### src/rtl/if_pkg.sv
// rtl/if_pkg.sv - shared constants and FSM encoding for the instruction-fetch stage
package if_pkg;

  localparam logic [31:0] NOP_INSTR_DEFAULT = 32'h0000_0013;
  localparam logic [31:0] RESET_PC_DEFAULT  = 32'h0000_0000;

  typedef enum logic [1:0] {
    BOOT = 2'd0,
    RUN  = 2'd1,
    HALT = 2'd2
  } state_t;

  // Redirect targets are forced onto a word boundary; the dropped bits feed misalign_o.
  function automatic logic [31:0] align_pc(input logic [31:0] addr);
    return {addr[31:2], 2'b00};
  endfunction

endpackage

### src/rtl/if_id_reg.sv
// rtl/if_id_reg.sv - IF/ID pipeline register with load, hold and flush-to-bubble
module if_id_reg
  import if_pkg::*;
#(
  parameter logic [31:0] BUBBLE_INSTR = NOP_INSTR_DEFAULT
) (
  input  logic        clk,
  input  logic        rst,
  input  logic        load,
  input  logic        flush,
  input  logic [31:0] pc_in,
  input  logic [31:0] instr_in,
  output logic [31:0] pc,
  output logic [31:0] instr,
  output logic        valid
);

  // Flush wins over load so a redirect never lets a wrong-path word through.
  always_ff @(posedge clk) begin
    if (!rst) begin
      pc    <= 32'd0;
      instr <= BUBBLE_INSTR;
      valid <= 1'b0;
    end else if (flush) begin
      pc    <= 32'd0;
      instr <= BUBBLE_INSTR;
      valid <= 1'b0;
    end else if (load) begin
      pc    <= pc_in;
      instr <= instr_in;
      valid <= 1'b1;
    end
  end

endmodule

### src/rtl/if_sequencer.sv
// rtl/if_sequencer.sv - fetch-stage controller: PC, IF/ID capture, stall/redirect/halt sequencing
module if_sequencer
  import if_pkg::*;
#(
  parameter int unsigned ADDR_W    = 10,
  parameter logic [31:0] RESET_PC  = RESET_PC_DEFAULT,
  parameter logic [31:0] NOP_INSTR = NOP_INSTR_DEFAULT
) (
  input  logic              clk,
  input  logic              rst,
  output logic [ADDR_W-1:0] imem_addr,
  input  logic [31:0]       imem_rdata,
  input  logic              stall_i,
  input  logic              redirect_i,
  input  logic [31:0]       redirect_pc_i,
  input  logic              halt_req_i,
  output logic [31:0]       pc_o,
  output logic [31:0]       if_id_pc,
  output logic [31:0]       if_id_instr,
  output logic              if_id_valid,
  output logic              misalign_o,
  output logic              halted_o,
  output logic [31:0]       fetch_cnt
);

  state_t      state;
  state_t      state_next;
  logic [31:0] pc;
  logic [31:0] cnt;
  logic        mis;

  logic        take_redirect;
  logic        advance;
  logic        ifid_load;
  logic        ifid_flush;
  logic        misalign_next;

  always_ff @(posedge clk) begin
    if (!rst) begin
      state <= BOOT;
    end else begin
      state <= state_next;
    end
  end

  // A redirect seen while halted keeps the core halted even if the request drops.
  always_comb begin
    state_next = state;
    case (state)
      BOOT: state_next = RUN;
      RUN: begin
        if (!redirect_i && halt_req_i) begin
          state_next = HALT;
        end
      end
      HALT: begin
        if (!redirect_i && !halt_req_i) begin
          state_next = RUN;
        end
      end
      default: state_next = BOOT;
    endcase
  end

  always_comb begin
    take_redirect = 1'b0;
    advance       = 1'b0;
    ifid_load     = 1'b0;
    ifid_flush    = 1'b0;
    case (state)
      BOOT: ifid_flush = 1'b1;
      RUN: begin
        if (redirect_i) begin
          take_redirect = 1'b1;
          ifid_flush    = 1'b1;
        end else if (halt_req_i) begin
          ifid_flush = 1'b1;
        end else if (!stall_i) begin
          advance   = 1'b1;
          ifid_load = 1'b1;
        end
      end
      HALT: begin
        ifid_flush    = 1'b1;
        take_redirect = redirect_i;
      end
      default: ifid_flush = 1'b1;
    endcase
  end

  assign misalign_next = take_redirect & (|redirect_pc_i[1:0]);

  always_ff @(posedge clk) begin
    if (!rst) begin
      pc  <= RESET_PC;
      cnt <= 32'd0;
      mis <= 1'b0;
    end else begin
      mis <= misalign_next;
      if (take_redirect) begin
        pc <= align_pc(redirect_pc_i);
      end else if (advance) begin
        pc <= pc + 32'd4;
      end
      if (advance) begin
        cnt <= cnt + 32'd1;
      end
    end
  end

  if_id_reg #(
    .BUBBLE_INSTR(NOP_INSTR)
  ) u_if_id_reg (
    .clk     (clk),
    .rst     (rst),
    .load    (ifid_load),
    .flush   (ifid_flush),
    .pc_in   (pc),
    .instr_in(imem_rdata),
    .pc      (if_id_pc),
    .instr   (if_id_instr),
    .valid   (if_id_valid)
  );

  // PCs past the memory size alias silently through truncation.
  assign imem_addr  = pc[ADDR_W+1:2];
  assign pc_o       = pc;
  assign fetch_cnt  = cnt;
  assign misalign_o = mis;
  assign halted_o   = (state == HALT);

endmodule

### config.mk
export PLATFORM = sky130hd
export DESIGN_NAME = if_sequencer
export DESIGN_NICKNAME = d
export VERILOG_FILES = /design/src/rtl/if_pkg.sv /design/src/rtl/if_id_reg.sv /design/src/rtl/if_sequencer.sv
export SDC_FILE = /design/constraint.sdc
export NUM_CORES = 1
export LEC_CHECK = 0
export ABC_AREA = 1
export CAP_MARGIN = 20
export CORE_MARGIN = 2
export CORE_UTILIZATION = 40
export DETAILED_ROUTE_END_ITERATION = 7
export PLACE_DENSITY = 0.81
export SYNTH_ARGS = -nofsm -noshare
export SYNTH_HDL_FRONTEND = slang
export SYNTH_SLANG_ARGS = --single-unit
export TNS_END_PERCENT = 30
### constraint.sdc
create_clock -name clk -period 1.86 [get_ports clk]
set_input_delay 0.372 -clock clk [delete_from_list [all_inputs] [get_ports clk]]
set_output_delay 0.372 -clock clk [all_outputs]
set_load 0.03 [all_outputs]
==> summary.txt, run 1 <==
Clock network
  • CTS buffer count: 17
  • Clock Tree Buf Depth: 2
  • TritonCTS Sinks: 128
  • H-tree depth: 4
  • TritonCTS clock tree: done
  • Post CTS Setup Buffer Count: 0
  • CTS root buffer: clkbuf_16
  • Clock insertion delay at the later pin of the skew report: 0.42 ns
  • Clock-pin slew on the worst setup and hold paths: 0.05 ns

Setup path
  • Slowest stage delay, CP: 0.69 ns
  • Crit. End Element: output pin
  • CP Launch Type: flip-flop
  • Crit path max fanout: 2
  • Worst path top cell family by delay: buffers and inverters
  • Req. time, crit path: 1.49 ns
  • Worst Setup Path Type: reg -> out
  • Arr. time, crit path: 1.47 ns
  • CP max stage cell: clkdlybuf4s50_1
  • WP buf/inv: 1
  • Critical-path cell list: clkdlybuf4s50_1

STA
  • Fin Clk Skew: 0.005858 ns
  • TNS Setup: 0 ns
  • Tcrit/Tclk final: 0.9888
  • Setup Viol. Count Final: 0
  • Minimum clock period: 1.839 ns
  • FMAX: 0.5437 GHz
  • Fin. Hold Viols: 0
  • RSZ-0062 raised after global routing: yes
  • Final Max Slew Viols: 0

Run
  • Max-cap violations: 0

Routing
  • Vias: 7,108
  • DRT Pass-1 Iters: 6
  • DRT iter0 DRCs: 553
  • Overall routed net length: 20,930 um
  • Final ANT Viol Nets: 0
  • Residual DRC count: 0
  • Wire per inst: 14.86 um
  • Number of vias per cell: 5.045

Place
  • Final GP Congestion: 0.9542
  • DP Wirelength: 15,310 um
  • Post-DP Area: 0.008845 mm2
  • Placed cells: 1,379
  • I/O Buffers: 205

Logic synthesis
  • Compound-Gate Fraction of Synth Area: 0.1359
  • Syn_area_per_cell: 6.540 um2
  • Gate Count Post-Synth: 960
  • Main combinational cell family by area after synthesis: simple AND/OR/NAND/NOR gates
  • Post-synthesis xor/xnor area fraction: 0.005580
  • Synth Area in Simple Gates: 0.3543
  • Register area share after synthesis: 0.4081
  • Seq cells post-synth: 128
  • YS warnings: 0
  • Mux cell area share after synthesis: 0
  • Synth Area in Adders: 0.009964
  • Yosys cell types: 39
  • Syn Std Cell Area: 0.006279 mm2

Finish
  • Final Cell Area: 0.009351 mm2
  • Layout cells sized above 1: 0.08431
  • Ant diodes: 0
  • Non-Filler Instances: 1,409
  • Fin nets: 1,261
  • Final Core Density: 0.6129
  • Area delta synth->final: 48.94%

Floorplanning
  • Num ports: 210
  • Die height: 129.3 um
  • Starting density of the core: 0.4115
  • Die Area: 0.01671 mm2
  • Core outline area: 0.01526 mm2
  • Die width: 129.3 um
  • Row count: 45

Global route
  • Overflow after GRT: 0
  • GRT Resource Usage Total: 0.2547
  • Initial antenna violation count: 0
  • Largest net degree at the start of global routing: 42
  • First-pass GRT wire length: 33,550 um
  • Vias in the first global route: 7,001

Pwr
  • Leak Pwr: 3.997 nW
  • PnR Total Power: 0.008898 W
  • VDD IR max: 0.6969 mV
  • PwrDens: 951.5 mW/mm2

Worst hold path
  • Worst hold path type: reg -> reg

Run status
  • Status: completed
-- logic make-up (layout without fill, tap and decap cells) --
logic type / after synthesis / after routing
DFF: 128 / 128
buffers and inverters: 122 / 357
xor gates and xnor gates: 4 / 4
adders and majority gates: 5 / 5
AOI/OAI and AO/OA: 162 / 162
other: 1 / 4
and+or+nand+nor: 538 / 538
-- layout make-up --
cell class / instances / area, um2
clock buffer: 24 / 491.7
clock inverter: 6 / 57.56
fill: 1350 / 5907
inverter: 71 / 267.8
multi-input combinational: 713 / 3203
sequential: 128 / 2564
tap: 211 / 264.0
timing repair buffer: 256 / 2504
-- synth_stat cells, drive strengths merged --
master | count | area [um2]
a21oi | 99 | 495.5
nor4 | 3 | 18.77
a211oi | 3 | 22.52
clkinv | 1 | 5.000
nor3b | 1 | 7.510
ha | 5 | 62.56
nand2 | 324 | 1226
o211ai | 2 | 15.01
conb | 1 | 3.750
and3 | 2 | 12.51
nand4 | 11 | 68.82
buf | 33 | 200.2
nand3b | 6 | 45.04
xor2 | 3 | 26.28
a22oi | 3 | 22.52
nand3 | 51 | 267.8
o21ba | 1 | 10.01
o21bai | 2 | 15.01
o221ai | 2 | 17.52
clkbuf | 18 | 68.81
o21ai | 46 | 230.2
inv | 70 | 262.8
xnor2 | 1 | 8.760
o22ai | 1 | 6.260
dfxtp | 128 | 2562
a31oi | 3 | 18.77
nor3 | 8 | 50.05
nor2 | 132 | 528.0
-- power breakdown --
group | internal (W) | leakage (nW) | switching (W) | total [W]
clock network | 0.00195 | 0.272 | 0.00118 | 0.00313
registers | 0.00293 | 1.03 | 0.000276 | 0.00321
logic | 0.000972 | 2.69 | 0.00158 | 0.00256
total | 0.00586 | 4.00 | 0.00304 | 0.00890
-- per-stage QoR --
stage | setup WS, ns | hold slack [ns]
floorplan | 0.06610 | 0.4741
global placement | -0.1040 | 0.4403
detailed placement | -0.1367 | 0.4443
CTS | 0.006196 | 0.4590
global route | -0.01327 | 0.4783
finish | 0.02083 | 0.4525
-- registers in the layout, summed over array words and instances, names as in the netlist --
signal / cells
fetch_cnt: 32
state: 2
misalign_o: 1
u_if_id_reg.pc: 30
u_if_id_reg.instr: 32
u_if_id_reg.valid: 1
pc_o: 30
-- layout by cell type, fill, tap and decap left out, drive strengths merged, types with 2 or more instances in the layout --
cell / count
nand2: 324
nor2: 132
dfxtp: 128
clkdlybuf4s50: 118
a21oi: 99
dlygate4sd2: 71
inv: 70
nand3: 51
buf: 51
o21ai: 46
clkbuf: 25
dlymetal6s2s: 15
nand4: 11
nor3: 8
nand3b: 6
clkinv: 5
ha: 5
conb: 4
xor2: 3
a211oi: 3
a22oi: 3
a31oi: 3
nor4: 3
and3: 2
o21bai: 2
o211ai: 2
o221ai: 2
-- final timing paths --
path	startpoint	endpoint	slack, ns	depth (start not counted)
setup / recovery	u_if_id_reg.instr[4]	if_id_instr[4]	0.02	1
hold / removal	u_if_id_reg.instr[0]	u_if_id_reg.instr[0]	0.45	2
setup reg to reg	fetch_cnt[1]	fetch_cnt[18]	0.12	8
hold reg to reg	u_if_id_reg.instr[0]	u_if_id_reg.instr[0]	0.45	2
-- routing by layer --
layer  share of wire  global-route usage
met5               0                   0
met3           0.089             0.07308
met2            0.47              0.4223
met1            0.41              0.3056
met4           0.035              0.1183
-- what timing repair did --
action | CTS | global route
endpoints found under the setup margin | 72 | 28
endpoints found under the hold margin | 0 | 0
gates resized for setup | 72 | 22
hold buffers | 0 | 0
Note: power is estimated with default switching activity, not from simulation.
==> inputs of run 2 (changes only) <==
--- a/config.mk
+++ b/config.mk
@@ -6,7 +6,8 @@
 export NUM_CORES = 1
 export LEC_CHECK = 0
 export ABC_AREA = 1
-export CAP_MARGIN = 20
+export CAP_MARGIN = 5
+export CORE_ASPECT_RATIO = 1.5
 export CORE_MARGIN = 2
 export CORE_UTILIZATION = 40
 export DETAILED_ROUTE_END_ITERATION = 7
==> run 2 against run 1 <==
  * Largest power group unchanged
  * Via count rose by 0.44%
  * Sequential cell count did not move
  * Maximum frequency up 1.3%
  * Sequential share of layout area fell by 0.11 points
  * Design area increased by 0.40%
  * Largest cell class unchanged
  * Sequential power hardly changed
  * Die area grew 0.12%
  * Setup slack better by 0.023 ns
  * Critical path type unchanged
==> summary.txt, run 2 (synthesis results as in run 1) <==
Run status
  • Status: completed

Floorplanning
  • Die height: 157.4 um (+22%)
  • Core outline area: 0.01548 mm2 (+1.5%)
  • Num ports: 210 (unchanged)
  • Die width: 106.3 um (-18%)
  • Starting density of the core: 0.4055 (-0.006018)
  • Die Area: 0.01674 mm2 (+0.12%)
  • Row count: 56 (+24%)

Finish
  • Fillcell total: 1,436 (+6.4%)
  • Commonest non-fill, non-tap cell in the layout: nand2_1
  • Area delta synth->final: 49.54%
  • Ant diodes: 0 (unchanged)
  • Final Core Density: 0.6063 (-0.006539)
  • Layout cells sized above 1: 0.09196 (+0.007656)
  • Most frequent cells in the layout: 322 x nand2_1, 127 x dfxtp_1, 127 x clkdlybuf4s50_1
  • Final Cell Area: 0.009389 mm2 (+0.40%)
  • Fin nets: 1,268 (+0.56%)

Setup path
  • Worst path top cell family by delay: buffers and inverters
  • Critical-path cell list: clkdlybuf4s50_1
  • CP Launch Type: flip-flop
  • Crit. End Element: output pin
  • Arr. time, crit path: 1.44 ns (-0.03 ns)
  • CP max stage cell: clkdlybuf4s50_1
  • Req. time, crit path: 1.49 ns (about the same)
  • WP buf/inv: 1 (unchanged)
  • Worst Setup Path Type: reg -> out
  • Slowest stage delay, CP: 0.68 ns (about the same)
  • Crit path max fanout: 2 (unchanged)

Run
  • Max-cap violations: 0 (unchanged)

Routing
  • Vias: 7,139 (+0.44%)
  • DRT Pass-1 Iters: 7 (+1)
  • Final ANT Viol Nets: 0 (unchanged)
  • Wire per inst: 14.76 um (-0.62%)
  • Overall routed net length: 20,820 um (-0.55%)
  • Residual DRC count: 0 (unchanged)
  • Number of vias per cell: 5.063 (+0.36%)
  • DRT iter0 DRCs: 441 (-20%)

Clock network
  • Number of hold buffers added after cts: 0 (unchanged)
  • TritonCTS Sinks: 128 (unchanged)
  • H-tree depth: 4 (unchanged)
  • CTS buffer count: 17 (unchanged)
  • CTS root buffer: clkbuf_16
  • Clock insertion delay at the later pin of the skew report: 0.41 ns (about the same)
  • Clock-pin slew on the worst setup and hold paths: 0.06 ns (about the same)
  • TritonCTS clock tree: done
  • Clock Tree Buf Depth: 2 (unchanged)

Place
  • Pre-CTS setup slack: -0.2330 ns (-0.09633 ns)
  • Post-DP Area: 0.008900 mm2 (+0.62%)
  • DP Wirelength: 15,780 um (+3.1%)
  • Final GP Congestion: 0.9698 (+1.6%)
  • I/O Buffers: 205 (unchanged)

Global route
  • First-pass GRT wire length: 32,950 um (-1.8%)
  • Vias in the first global route: 6,826 (-2.5%)
  • Initial antenna violation count: 0 (unchanged)
  • Overflow after GRT: 0 (unchanged)
  • Largest net degree at the start of global routing: 37 (-12%)
  • GRT Resource Usage Total: 0.2485 (-0.006195)

STA
  • TNS Setup: 0 ns (unchanged)
  • Final worst slack: 0.04421 ns (+0.02338 ns)
  • Tcrit/Tclk final: 0.9762 (-0.01257)
  • Fin Clk Skew: 0.009977 ns (+0.004119 ns)
  • Setup Viol. Count Final: 0 (unchanged)
  • Fin. Hold Viols: 0 (unchanged)
  • Minimum clock period: 1.816 ns (-0.02338 ns)
  • FMAX: 0.5507 GHz (+1.3%)
  • Final Max Slew Viols: 0 (unchanged)
  • RSZ-0062 raised after global routing: yes

Worst hold path
  • Worst hold path type: reg -> reg

Pwr
  • PnR Total Power: 0.008919 W (+0.23%)
  • Leak Pwr: 3.881 nW (-2.9%)
  • VDD IR max: 0.6007 mV (-14%)
  • PwrDens: 949.9 mW/mm2 (-0.17%)
run 2: changes by cell type in the layout (fill, tap and decap cells not counted), sizes merged:
cell           delta
clkinvlp          +6
bufinv            -1
buf               +7
inv               +4
clkbuf            -7
dlymetal6s2s      -8
clkdlybuf4s50     +9
clkinv            -1
run 2: final cells by class:
type | count | area [um2] | share of cell area
multi-input cells | 713 | 3201 | 0.3409
flip-flops and latches | 128 | 2564 | 0.2731
repair buffers | 263 | 2554 | 0.2720
clock buffers | 18 | 439.2 | 0.04678
inverters | 71 | 267.8 | 0.02852
well taps | 203 | 254.0 | 0.02705
clock inverters | 14 | 110.1 | 0.01173
run 2: stage by stage:
step	cells	hold slack, ns
finish	1410	0.4530
global route	1410	0.4807
CTS	1410	0.4563
detailed placement	1378	0.4414
global placement	1378	0.4382
floorplan	963	0.4741
run 2: power by group:
part / internal [W] / switching, W / total (W)
Sequential: 0.00293 / 0.000256 / 0.00319
Clock: 0.00175 / 0.00134 / 0.00309
Combinational: 0.00102 / 0.00162 / 0.00264
Total: 0.00571 / 0.00321 / 0.00892
run 2: worst paths after layout:
path,start,to,slack [ns],cells after the start
max,u_if_id_reg.pc[6],if_id_pc[6],0.04,1
min,u_if_id_reg.instr[1],u_if_id_reg.instr[1],0.45,2
max reg2reg,state[0],pc_o[12],0.09,9
min reg2reg,u_if_id_reg.instr[1],u_if_id_reg.instr[1],0.45,2
run 2: repair_timing:
action                                  4_1_cts  5_1_grt
endpoints found under the hold margin         0        0
pin swaps                                     0        0
gates resized for setup                      71       11
buffers inserted                              0        0
endpoints found under the setup margin       71       18
run 2: layer usage:
| layer | part of all wire | GRT usage |
|---|---|---|
| met1 | 0.37 | 0.2640 |
| met2 | 0.52 | 0.4548 |
| met3 | 0.061 | 0.04265 |
| met4 | 0.051 | 0.1485 |
| met5 | 0 | 0 |
==> RTL edit, RTL diff (settings of run 2) <==
Change the parameter `ADDR_W` from 10 to 8.
--- a/src/rtl/if_sequencer.sv
+++ b/src/rtl/if_sequencer.sv
@@ -3,5 +3,5 @@
   import if_pkg::*;
 #(
-  parameter int unsigned ADDR_W    = 10,
+  parameter int unsigned ADDR_W    = 8,
   parameter logic [31:0] RESET_PC  = RESET_PC_DEFAULT,
   parameter logic [31:0] NOP_INSTR = NOP_INSTR_DEFAULT
Ports: changed (resized imem_addr); port bits go from 210 to 208. No check against the original RTL was run, so the function may have changed too.
==> RTL edit against run 2 <==
- critical path depth stayed put
- synthesized area fell by 0.24%
- sequential cell count stayed put
- via count down 0.45%
- routed wire length is 3.4% higher
- final area down 1.2%
- power shrank 0.30%
- setup slack lost 0.015 ns
- critical path type unchanged
- critical endpoint is now if_id_instr[26]
- largest power group is now the clock network
- highest routed layer unchanged
==> RTL edit: results (changes against run 2) <==
Parameter                              Value

Global route
  Wire length of the first global-routing pass    33300 um (+0.92%)
  Initial antenna violation count    0 (unchanged)
  Total routing resource utilization after global routing    25.3% (+0.47 points)
  Number of global-route vias before repair    6749 (-1.1%)

Placed design
  Detail Placement HPWL    16400 um (+3.8%)
  DP Worst Slack    -0.254 ns (-0.0209 ns)
  Count of input and output buffers    203 (-0.98%)
  Gpl congestion    0.951 (-1.9%)

Critical path
  CP startpoint    u_if_id_reg.instr[26]
  CP max stage delay    0.70 ns (+0.02 ns)
  Worst reg2reg path startpoint    state[1]
  Endpoint arrival time on the critical path    1.46 ns (+0.02 ns)

Power and ir drop
  Worst vdd ir    0.475 mV (-21%)
  Total leakage power    3.86 nW (-0.58%)

Yosys
  Most used flip-flop cell after synthesis    dfxtp_1
  Cells taking the most area after synthesis    dfxtp_1 (41%), nand2_1 (19%), a21oi_1 (7.9%)
  Seq/Total Area, Yosys    40.9% (+0.098 points)
  Cell variety after synth    39 (unchanged)

Route
  Final routed wirelength across all metal layers    21500 um (+3.4%)
  Total iterations of the first detailed-routing run    5 (-2)
  Detailed router's first-iteration violation count    442 (+0.23%)
  Number of vias in the routed layout    7107 (-0.45%)

Clock tree
  Clock network latency to the later pin of the worst-skew pair    0.41 ns (about the same)
  Clk root buf    clkbuf_16
  Number of clock buffers inserted by TritonCTS    17 (unchanged)

Layout
  Final net count    1257 (-0.87%)
  Fill count    1437 (+0.070%)
  Fraction of layout cells with a size suffix above 1    8.36% (-0.84 points)

Timing
  Worst clock skew    0.00893 ns (-0.00105 ns)

Outcome
  Outcome    finished clean
[RTL edit: timing repair]
item / CTS / global route
setup endpoints to repair: 68 / 16
resized for setup: 69 / 14
hold buffers: 0 / 0
hold endpoints to repair: 0 / 0
[RTL edit: metrics by stage]
step	cells	TNS [ns]	cell area, um^2
detailed placement	1367	-12.20	8760
floorplan	961	0	6270
global placement	1367	-8.25	8760
global route	1399	0	9280
finish	1399	0	9280
CTS	1399	0	9250
[RTL edit: layout make-up]
| type | instances | area share, % |
|---|---|---|
| clock inverters | 9 | 0.890 |
| well taps | 203 | 2.74 |
| repair buffers | 252 | 26.1 |
| clock buffers | 23 | 5.26 |
| flip-flops and latches | 128 | 27.6 |
| multi-input cells | 713 | 34.5 |
| inverters | 71 | 2.89 |
[RTL edit: layer usage]
layer / track usage (%) / vias to the layer above / wire, um
li1: - / 3519 / -
met1: 26.7 / 3195 / 7940
met2: 45.5 / 303 / 11000
met3: 4.76 / 90 / 1220
met4: 16.8 / 0 / 1340
met5: 0 / - / 0
[RTL edit: worst paths after layout]
path                     endpoint  slack [ns]  cells past startpoint
min          u_if_id_reg.instr[1]        0.45                      2
max reg2reg         fetch_cnt[11]        0.16                      9
max               if_id_instr[26]        0.03                      1
min reg2reg  u_if_id_reg.instr[1]        0.45                      2
[RTL edit: logic make-up (layout without fill, tap and decap cells)]
kind of cell | count (synthesis) | count (layout) | synth area share (%)
fa+ha+maj | 5 | 5 | 0.999
compound gates | 162 | 162 | 13.6
other cells | 1 | 4 | 0.0599
buf+inv | 120 | 355 | 8.33
simple gates | 538 | 538 | 35.5
xor+xnor | 4 | 4 | 0.559
flops | 128 | 128 | 40.9
[RTL edit: report_power, final]
part	internal [mW]	switching, mW	total, mW
Sequential	2.93	0.269	3.20
Clock	1.98	1.23	3.21
Combinational	0.927	1.56	2.48
Total	5.83	3.06	8.89
